## src/rtl/core_c1_exu_lsu_bus.sv

```systemverilog
// C1 execute-stage load/store unit: registered data-bus master with
// req/gnt/rvalid handshake, byte-lane alignment, misalignment detection,
// bus-error reporting and a saturating response timeout.
module core_c1_exu_lsu_bus #(
    parameter int unsigned TIMEOUT = 255,
    parameter int unsigned CNT_W   = 8
) (
    input  logic        clk,
    input  logic        rst_n,
    input  logic [7:0]  cmd_type_bus,
    input  logic [7:0]  cmd_op_memory,
    input  logic [31:0] exu_rs1_data,
    input  logic [31:0] exu_rs2_data,
    input  logic [31:0] exu_imm32,
    input  logic        lsu_start,
    output logic        lsu_busy,
    output logic        lsu_done,
    output logic        lsu_rd_valid,
    output logic [31:0] lsu_rd_data,
    output logic        lsu_exc_misalign,
    output logic        lsu_exc_fault,
    output logic [31:0] lsu_exc_addr,
    output logic        bus_req,
    output logic        bus_we,
    output logic [31:0] bus_addr,
    output logic [31:0] bus_wdata,
    output logic [3:0]  bus_wstrb,
    input  logic        bus_gnt,
    input  logic        bus_rvalid,
    input  logic [31:0] bus_rdata,
    input  logic        bus_err
);

    typedef enum logic [1:0] {S_IDLE, S_REQ, S_WAIT, S_DONE} state_t;

    // Counter value seen in the last permitted REQ/WAIT cycle.
    localparam logic [CNT_W-1:0] CNT_LAST = CNT_W'((TIMEOUT == 0) ? 0 : TIMEOUT - 1);
    localparam bit               TO_EN    = (TIMEOUT != 0);

    state_t           state_q, state_d;
    logic [CNT_W-1:0] cnt_q, cnt_d;
    logic [31:0]      ea_q, ea_d;
    logic [4:0]       ld_op_q, ld_op_d;   // LB, LH, LW, LBU, LHU
    logic             done_q, done_d;
    logic             rd_valid_q, rd_valid_d;
    logic [31:0]      rd_data_q, rd_data_d;
    logic             misalign_q, misalign_d;
    logic             fault_q, fault_d;
    logic [31:0]      exc_addr_q, exc_addr_d;
    logic             req_q, req_d;
    logic             we_q, we_d;
    logic [31:0]      addr_q, addr_d;
    logic [31:0]      wdata_q, wdata_d;
    logic [3:0]       wstrb_q, wstrb_d;

    logic [31:0]      ea_new;
    logic             start_ok;
    logic             new_load;
    logic             new_half;
    logic             new_word;
    logic             new_misalign;
    logic [31:0]      new_wdata;
    logic [3:0]       new_wstrb;
    logic             timeout_hit;
    logic [CNT_W-1:0] cnt_inc;
    logic [7:0]       byte_sel;
    logic [15:0]      half_sel;
    logic [31:0]      load_res;
    logic             unused_type_bits;

    assign unused_type_bits = ^{cmd_type_bus[7:3], cmd_type_bus[0]};

    // Decode of the incoming command: EA, size, misalignment and store lanes.
    always_comb begin
        ea_new       = exu_rs1_data + exu_imm32;
        start_ok     = lsu_start && (cmd_type_bus[1] || cmd_type_bus[2]) && (|cmd_op_memory);
        new_load     = |cmd_op_memory[7:3];
        new_half     = cmd_op_memory[6] | cmd_op_memory[3] | cmd_op_memory[1];
        new_word     = cmd_op_memory[5] | cmd_op_memory[0];
        new_misalign = (new_half && ea_new[0]) || (new_word && (ea_new[1:0] != 2'b00));
        new_wdata    = '0;
        new_wstrb    = '0;
        if (cmd_op_memory[2]) begin
            new_wdata = {4{exu_rs2_data[7:0]}};
            new_wstrb = 4'b0001 << ea_new[1:0];
        end else if (cmd_op_memory[1]) begin
            new_wdata = {2{exu_rs2_data[15:0]}};
            new_wstrb = 4'b0011 << ea_new[1:0];
        end else if (cmd_op_memory[0]) begin
            new_wdata = exu_rs2_data;
            new_wstrb = 4'hF;
        end
    end

    // Load lane extraction and sign/zero extension from the response word.
    always_comb begin
        byte_sel = 8'(bus_rdata >> {ea_q[1:0], 3'b000});
        half_sel = 16'(bus_rdata >> {ea_q[1], 4'b0000});
        load_res = '0;
        unique case (1'b1)
            ld_op_q[4]: load_res = {{24{byte_sel[7]}}, byte_sel};
            ld_op_q[3]: load_res = {{16{half_sel[15]}}, half_sel};
            ld_op_q[2]: load_res = bus_rdata;
            ld_op_q[1]: load_res = {24'h0, byte_sel};
            ld_op_q[0]: load_res = {16'h0, half_sel};
            default:    load_res = '0;
        endcase
    end

    // Next-state and registered-output computation for the access FSM.
    always_comb begin
        state_d     = state_q;
        cnt_d       = cnt_q;
        ea_d        = ea_q;
        ld_op_d     = ld_op_q;
        done_d      = 1'b0;
        rd_valid_d  = 1'b0;
        rd_data_d   = rd_data_q;
        misalign_d  = 1'b0;
        fault_d     = 1'b0;
        exc_addr_d  = exc_addr_q;
        req_d       = req_q;
        we_d        = we_q;
        addr_d      = addr_q;
        wdata_d     = wdata_q;
        wstrb_d     = wstrb_q;
        cnt_inc     = (cnt_q == '1) ? cnt_q : cnt_q + CNT_W'(1);
        timeout_hit = TO_EN && (cnt_q == CNT_LAST);

        unique case (state_q)
            S_IDLE: begin
                if (start_ok) begin
                    ea_d    = ea_new;
                    ld_op_d = cmd_op_memory[7:3];
                    if (new_misalign) begin
                        state_d    = S_DONE;
                        done_d     = 1'b1;
                        misalign_d = 1'b1;
                        exc_addr_d = ea_new;
                    end else begin
                        state_d = S_REQ;
                        cnt_d   = '0;
                        req_d   = 1'b1;
                        we_d    = ~new_load;
                        addr_d  = {ea_new[31:2], 2'b00};
                        wdata_d = new_wdata;
                        wstrb_d = new_wstrb;
                    end
                end
            end
            S_REQ: begin
                cnt_d = cnt_inc;
                if (timeout_hit) begin
                    state_d    = S_DONE;
                    done_d     = 1'b1;
                    fault_d    = 1'b1;
                    exc_addr_d = ea_q;
                    req_d      = 1'b0;
                end else if (bus_gnt) begin
                    state_d = S_WAIT;
                    req_d   = 1'b0;
                end
            end
            S_WAIT: begin
                cnt_d = cnt_inc;
                // A response arriving in the final permitted cycle still completes normally.
                if (bus_rvalid) begin
                    state_d = S_DONE;
                    done_d  = 1'b1;
                    if (bus_err) begin
                        fault_d    = 1'b1;
                        exc_addr_d = ea_q;
                    end else if (|ld_op_q) begin
                        rd_valid_d = 1'b1;
                        rd_data_d  = load_res;
                    end
                end else if (timeout_hit) begin
                    state_d    = S_DONE;
                    done_d     = 1'b1;
                    fault_d    = 1'b1;
                    exc_addr_d = ea_q;
                end
            end
            S_DONE: begin
                state_d = S_IDLE;
            end
            default: begin
                state_d = S_IDLE;
            end
        endcase
    end

    // State and output registers with asynchronous active-low reset.
    always_ff @(posedge clk or negedge rst_n) begin
        if (!rst_n) begin
            state_q    <= S_IDLE;
            cnt_q      <= '0;
            ea_q       <= '0;
            ld_op_q    <= '0;
            done_q     <= 1'b0;
            rd_valid_q <= 1'b0;
            rd_data_q  <= '0;
            misalign_q <= 1'b0;
            fault_q    <= 1'b0;
            exc_addr_q <= '0;
            req_q      <= 1'b0;
            we_q       <= 1'b0;
            addr_q     <= '0;
            wdata_q    <= '0;
            wstrb_q    <= '0;
        end else begin
            state_q    <= state_d;
            cnt_q      <= cnt_d;
            ea_q       <= ea_d;
            ld_op_q    <= ld_op_d;
            done_q     <= done_d;
            rd_valid_q <= rd_valid_d;
            rd_data_q  <= rd_data_d;
            misalign_q <= misalign_d;
            fault_q    <= fault_d;
            exc_addr_q <= exc_addr_d;
            req_q      <= req_d;
            we_q       <= we_d;
            addr_q     <= addr_d;
            wdata_q    <= wdata_d;
            wstrb_q    <= wstrb_d;
        end
    end

    assign lsu_busy         = (state_q != S_IDLE);
    assign lsu_done         = done_q;
    assign lsu_rd_valid     = rd_valid_q;
    assign lsu_rd_data      = rd_data_q;
    assign lsu_exc_misalign = misalign_q;
    assign lsu_exc_fault    = fault_q;
    assign lsu_exc_addr     = exc_addr_q;
    assign bus_req          = req_q;
    assign bus_we           = we_q;
    assign bus_addr         = addr_q;
    assign bus_wdata        = wdata_q;
    assign bus_wstrb        = wstrb_q;

endmodule

```

## config.mk

```make
export PLATFORM = sky130hd
export DESIGN_NAME = core_c1_exu_lsu_bus
export DESIGN_NICKNAME = d
export VERILOG_FILES = /design/src/rtl/core_c1_exu_lsu_bus.sv
export SDC_FILE = /design/constraint.sdc
export NUM_CORES = 1
export LEC_CHECK = 0
export BUFFER_PORTS_ARGS = -buffer_cell sky130_fd_sc_hd__buf_2
export CAP_MARGIN = 40
export CELL_PAD_IN_SITES_DETAIL_PLACEMENT = 0
export CELL_PAD_IN_SITES_GLOBAL_PLACEMENT = 1
export CORE_MARGIN = 3
export CORE_UTILIZATION = 39
export CTS_CLUSTER_DIAMETER = 80
export DETAILED_ROUTE_END_ITERATION = 7
export PLACE_DENSITY = 0.89
export SLEW_MARGIN = 20
export SYNTH_ARGS = -nofsm -noshare
export SYNTH_HDL_FRONTEND = slang
export SYNTH_SLANG_ARGS = --single-unit
```

## constraint.sdc

```tcl
create_clock -name clk -period 3.5 [get_ports clk]
set_input_delay 0.525 -clock clk [delete_from_list [all_inputs] [get_ports clk]]
set_output_delay 0.525 -clock clk [all_outputs]
set_load 0.02 [all_outputs]
```

# Word-level counts from Yosys, hierarchy flattened

Cells that the tools add are included.

Div/mod/pow operators: 0
Shift-type cells: 4
Multipliers: 0
$add $sub $neg: 2
Reductions and logical operators: 23
$lt $le $gt $ge: 0
Eq/ne operators: 12
Bitwise gates (word level): 6
Muxes and demuxes: 42

Operators by type and width:

| operator                                                       | count |
|---|---|
| 32-bit two-way mux                                             | 8 |
| 32-bit case mux with 5 select lines                            | 1 |
| 32-bit case mux with 3 select lines                            | 1 |
| 32-bit adder                                                   | 1 |
| 32-bit by 5-bit >> shifter with 16-bit output                  | 1 |
| 32-bit by 5-bit >> shifter with 8-bit output                   | 1 |
| 8-bit two-way mux                                              | 3 |
| 8-bit == test (second input constant)                          | 2 |
| 8-bit case mux with 2 select lines                             | 1 |
| 4-bit AND reduction                                            | 4 |
| 1-bit two-way mux                                              | 15 |
| 2-bit two-way mux                                              | 6 |
| 4-bit two-way mux                                              | 3 |
| 5-bit OR reduction                                             | 2 |
| 3-bit != test (second input constant)                          | 3 |
| 8-bit by 1-bit adder with 8-bit output (second input constant) | 1 |
| 2-bit != test (second input constant)                          | 4 |
| 2-bit case mux with 4 select lines                             | 1 |
| 2-bit nonzero test                                             | 4 |
| 8-bit OR reduction                                             | 1 |
| 3-bit AND reduction                                            | 2 |
| 2-bit == test (second input constant)                          | 2 |
| 1-bit logical AND                                              | 4 |
| 1-bit case mux with 2 select lines                             | 2 |
| other kinds (11)                                               | 16 |

Latch bits: 0
Output and inout port bits: 139
Logic and storage cells: 104
Flip-flop bits (word level): 183
Input port bits: 150
Memories kept: 0
Memory bits (writable): 0
Bits in read-only memories: 0

# Logic depth before layout (Yosys ltp)

Depth in word-level cells: 7
Gate-level depth with buffers: 13
Mapped depth without buffers: 13

# Least setup slack after synthesis

OpenSTA, ideal clock, no wires.

Path type: input-to-reg
Start: in exu_rs1_data[0]
End: reg exc_addr_q[10], in the netlist lsu_exc_addr[10]
Arrival: 2866 ps
Setup slack: 544 ps
Buffers on the path: 2
Data required time: 3410 ps
Stages on the path: 12
Library setup time: 90 ps
Path through: ha_1 -> inv_1 -> fa_1 -> ha_1 -> o21ai_0 -> a21oi_1 -> or3_1 -> clkbuf_1 -> nor2_1 -> clkbuf_1 -> a22oi_1 -> o221ai_1

Cells in the longest elaborated chain, start to end: 6
Elaborated cells on any way between the ends: 10
Those cells by class: add/sub: 1; eq/ne: 1; mux: 3; reduce/logical: 5

Ends and longest elaborated chain:

| what                                 | RTL line | RTL |
|---|---|---|
| start: declaration                   | 12       | `input logic [31:0] exu_rs1_data,` |
| 32-bit adder (*)                     | 75       | `ea_new = exu_rs1_data + exu_imm32;` |
| 2-bit nonzero test                   | 80       | `new_misalign = (new_half && ea_new[0]) \|\| (new_word && (ea_new[1:0] != 2'b00));` |
| 1-bit logical AND                    | 80       |  |
| 1-bit logical OR                     | 80       |  |
| 2-bit != test (no source line)       | n/a      |  |
| 4-bit AND reduction (no source line) | n/a      |  |
| end signal: assignment               | 221      | `exc_addr_q <= exc_addr_d;` |
| end: declaration                     | 49       | `logic [31:0] exc_addr_q, exc_addr_d;` |

Mark *: on every way between the ends. The rest lies on a longest branch, timed or not. The select of a mux whose other input is x is not followed.
A chain may end at the register's enable or synchronous reset.

# Worst setup path after layout

Start: in exu_rs1_data[0]
End: reg ea_q[30]

Cells in the longest elaborated chain, start to end: 1

Ends and longest elaborated chain:

| what                   | RTL line | RTL |
|---|---|---|
| 32-bit adder           | 75       |  |
| end signal: assignment | 198      | `ea_q <= '0;` |
| end signal: assignment | 214      | `ea_q <= ea_d;` |
| end: declaration       | 42       | `logic [31:0] ea_q, ea_d;` |

No other way between the ends.

==> metrics <==
core area=23,900 um2; Post-Layout Cell Count=1,652; fin. max-slew vios=0; HPWL after detailed placement=22,200 um; Reg power frac=35.6%; crit path time final=3.01 ns; Cell Area, Synth=9620 um2; first-pass GRT wire length=45,900 um; # setup viols final=0; Hold Buf Count CTS=0; Starting Density=40.3%; CP Max Fanout=3; area of the die=26,600 um2; Post-CTS Resized=0; register area=4580 um2; initial antenna violation count=0; vias per cell=5.39; crit-path leading delay family=compound AO/OA/AOI/OAI gates; Setup CP Type=in -> reg; Post-synth EDFFs=0; Bufs on Longest Clock Path=2; Clk Latency, worst-skew pair=0.42 ns; worst hold path class=in -> async; top-level port count=289; Ant. Diodes=0; CP max stage delay=0.40 ns; cell count after synthesis=1,054; CTS tree=yes; Vias=8,903; fmax=332 MHz; vias in the first global route=8,460; ys flop type=dfrtp_1; DR pass1 iterations=5; Multi-input gate area=4740 um2; gr usage total=21.7%; final worst path period share=86.1%; Worst path slowest cell=fa_1; Max Cap Violations=0; Gate power share=45.7%; Seq/Total Area, Yosys=47.6%; routed wire length=29,300 um; Post-synth ARST share=100%; DIE WIDTH=163 um; peak supply drop=0.000321 V; Final Net Count=1,514; critical path required time=3.79 ns; slew margin rel.=52.5%; routed length per instance=17.7 um; Synth warnings=0; number of distinct library cells after synthesis=59; DIE HEIGHT=163 um; clock buffer count from CTS=17; top cell type's share of synthesized area=47.6%; Worst Skew=0.00978 ns; number of port buffers=280; # clock sinks=183; Sw Pwr=4.51 mW; fillers=2,292; Synth area leader=dfrtp_1; Placed Cells=1,620; antenna-violating nets left=0; root buffer cell=clkbuf_16; Arrival @ worst endpoint=3.31 ns; top cells by count, synth=dfrtp_1 (183), nand2_1 (171), o21ai_0 (135); worst path bufs/invs=3; most common cell in the netlist=dfrtp_1; setup tns final=0 ns; post-synthesis register bit count=183; DRC Markers=0; power density cells=852 nW/um2; endpoints failing hold=0; final core utilization=50.6%; critical-path cell list=buf_2, ha_1, inv_1, fa_1, nor2b_1, o31a_1, o211ai_1, o22ai_1, a2111oi_2, buf_4, o21ai_1, nand3_1, o31ai_1, xnor2_1, o21ai_0; # rows=56; status=completed; fraction of layout instances using a drive strength above 1=27.4%; clock-pin transition on the worst setup and hold timing paths=0.07 ns; Clk network pwr share=18.7%; gpl congestion=0.933; syn_area_per_cell=9.13 um2; CTS HTree Levels=4; Overflow after GRT=0; Initial DRC Count=770; largest cells by area after synthesis=dfrtp_1 (48%), o21ai_0 (7.0%), nand2_1 (6.7%); Int Power=5.79 mW; largest net degree at the start of global routing=78; postcts setup bufs=0; startpoint types=input pin; unrepaired setup endpoints after global routing=false; worst-margin pin slew=0.711 ns; area growth from synthesis to layout=25.6%; Leak=5.97 nW; Worst setup EP type=flop; Switching Share=43.8%
cell type report:
cell class / instances / share of cell area (%)
Multi-Input combinational cell: 790 / 39.2
Sequential cell: 183 / 37.9
Timing Repair Buffer: 315 / 14.4
Clock buffer: 19 / 3.66
Tap cell: 319 / 3.30
Clock inverter: 12 / 1.17
Inverter: 14 / 0.435
state kept, by name, summed over array words and instances, names as in the netlist, 4 cells and up:
| signal | cells |
|---|---|
| lsu_rd_data | 32 |
| ld_op_q | 5 |
| bus_addr | 30 |
| ea_q | 32 |
| bus_wdata | 32 |
| cnt_q | 8 |
| bus_wstrb | 4 |
| lsu_exc_addr | 32 |
power by group through the flow:
stage | clock network (mW) | logic (mW) | registers (mW)
2_1_floorplan | 0 | 2.21 | 4.40
3_3_place_gp | 0 | 4.65 | 3.66
3_5_place_dp | 0 | 4.74 | 3.69
4_1_cts | 1.98 | 4.75 | 3.66
5_1_grt | 2.06 | 5.23 | 3.78
6_report | 1.92 | 4.71 | 3.67
per-layer routing:
metal | up-vias | wire length [um] | GRT usage (%)
li1 | 4300 | - | -
met1 | 4193 | 12900 | 29.3
met2 | 356 | 13300 | 34.5
met3 | 54 | 2130 | 4.51
met4 | 0 | 943 | 8.19
met5 | - | 0 | 0
worst reg2reg max path: cells and delay by family, from the launching register on:
kind | cells | cell delay, ns
compound gates | 3 | 0.53
simple gates | 4 | 0.84
buf+inv | 2 | 0.29
flops | 1 | 0.46
fa+ha+maj | 1 | 0.23
path summary, 6_finish.rpt:
path / from / end / slack, ns / cells past startpoint
max in group asynchronous: rst_n / lsu_rd_data[1]$_DFFE_PN0P_ / 2.54 / 2
worst min register to register: bus_wdata[19]$_DFFE_PN0P_ / bus_wdata[19]$_DFFE_PN0P_ / 0.48 / 2
worst max register to register: state_q[0]$_DFFE_PN0P_ / lsu_exc_addr[27]$_DFFE_PN0P_ / 1.03 / 10
worst max-delay path: exu_rs1_data[0] / ea_q[30]$_DFFE_PN0P_ / 0.49 / 15
worst min-delay path: rst_n / bus_addr[23]$_DFFE_PN0P_ / 0.14 / 1
min in group clk: cmd_op_memory[4] / ld_op_q[1]$_DFFE_PN0P_ / 0.35 / 2
through the flow:
stage               area (um2)  setup WS (ns)  hold slack, ns  power [mW]
CTS                      12100          0.483           0.147        10.4
global placement         11500         0.0290           0.457        8.31
detailed placement       11500         0.0330           0.468        8.44
global route             12100          0.283           0.170        11.1
finish                   12100          0.486           0.138        10.3
floorplan                 9630          0.544           0.229        6.61
cell families after synthesis:
group | synth area share [%]
AND/OR/NAND/NOR | 13.5
other | 0.0390
multiplexers | 1.38
buffers and inverters | 3.43
XOR/XNOR | 3.19
adder cells (fa/ha/maj) | 5.67
flip-flops | 47.6
AO/OA/AOI/OAI | 25.2
cell usage in the layout (no fill, tap or decap), types with 9 or more instances in the layout:
cell type	n
nand2_1	170
a21o_1	24
xnor2_1	15
a22oi_1	58
nor2_1	87
nand3_1	9
o21ai_0	135
clkbuf_16	17
buf_4	29
a221oi_1	9
xor2_1	20
o221ai_1	11
a21oi_1	86
ha_1	42
dfrtp_1	183
a22o_1	13
nand4_1	11
buf_2	279
inv_1	13
No activity file was read; power rests on OpenSTA's default activity.
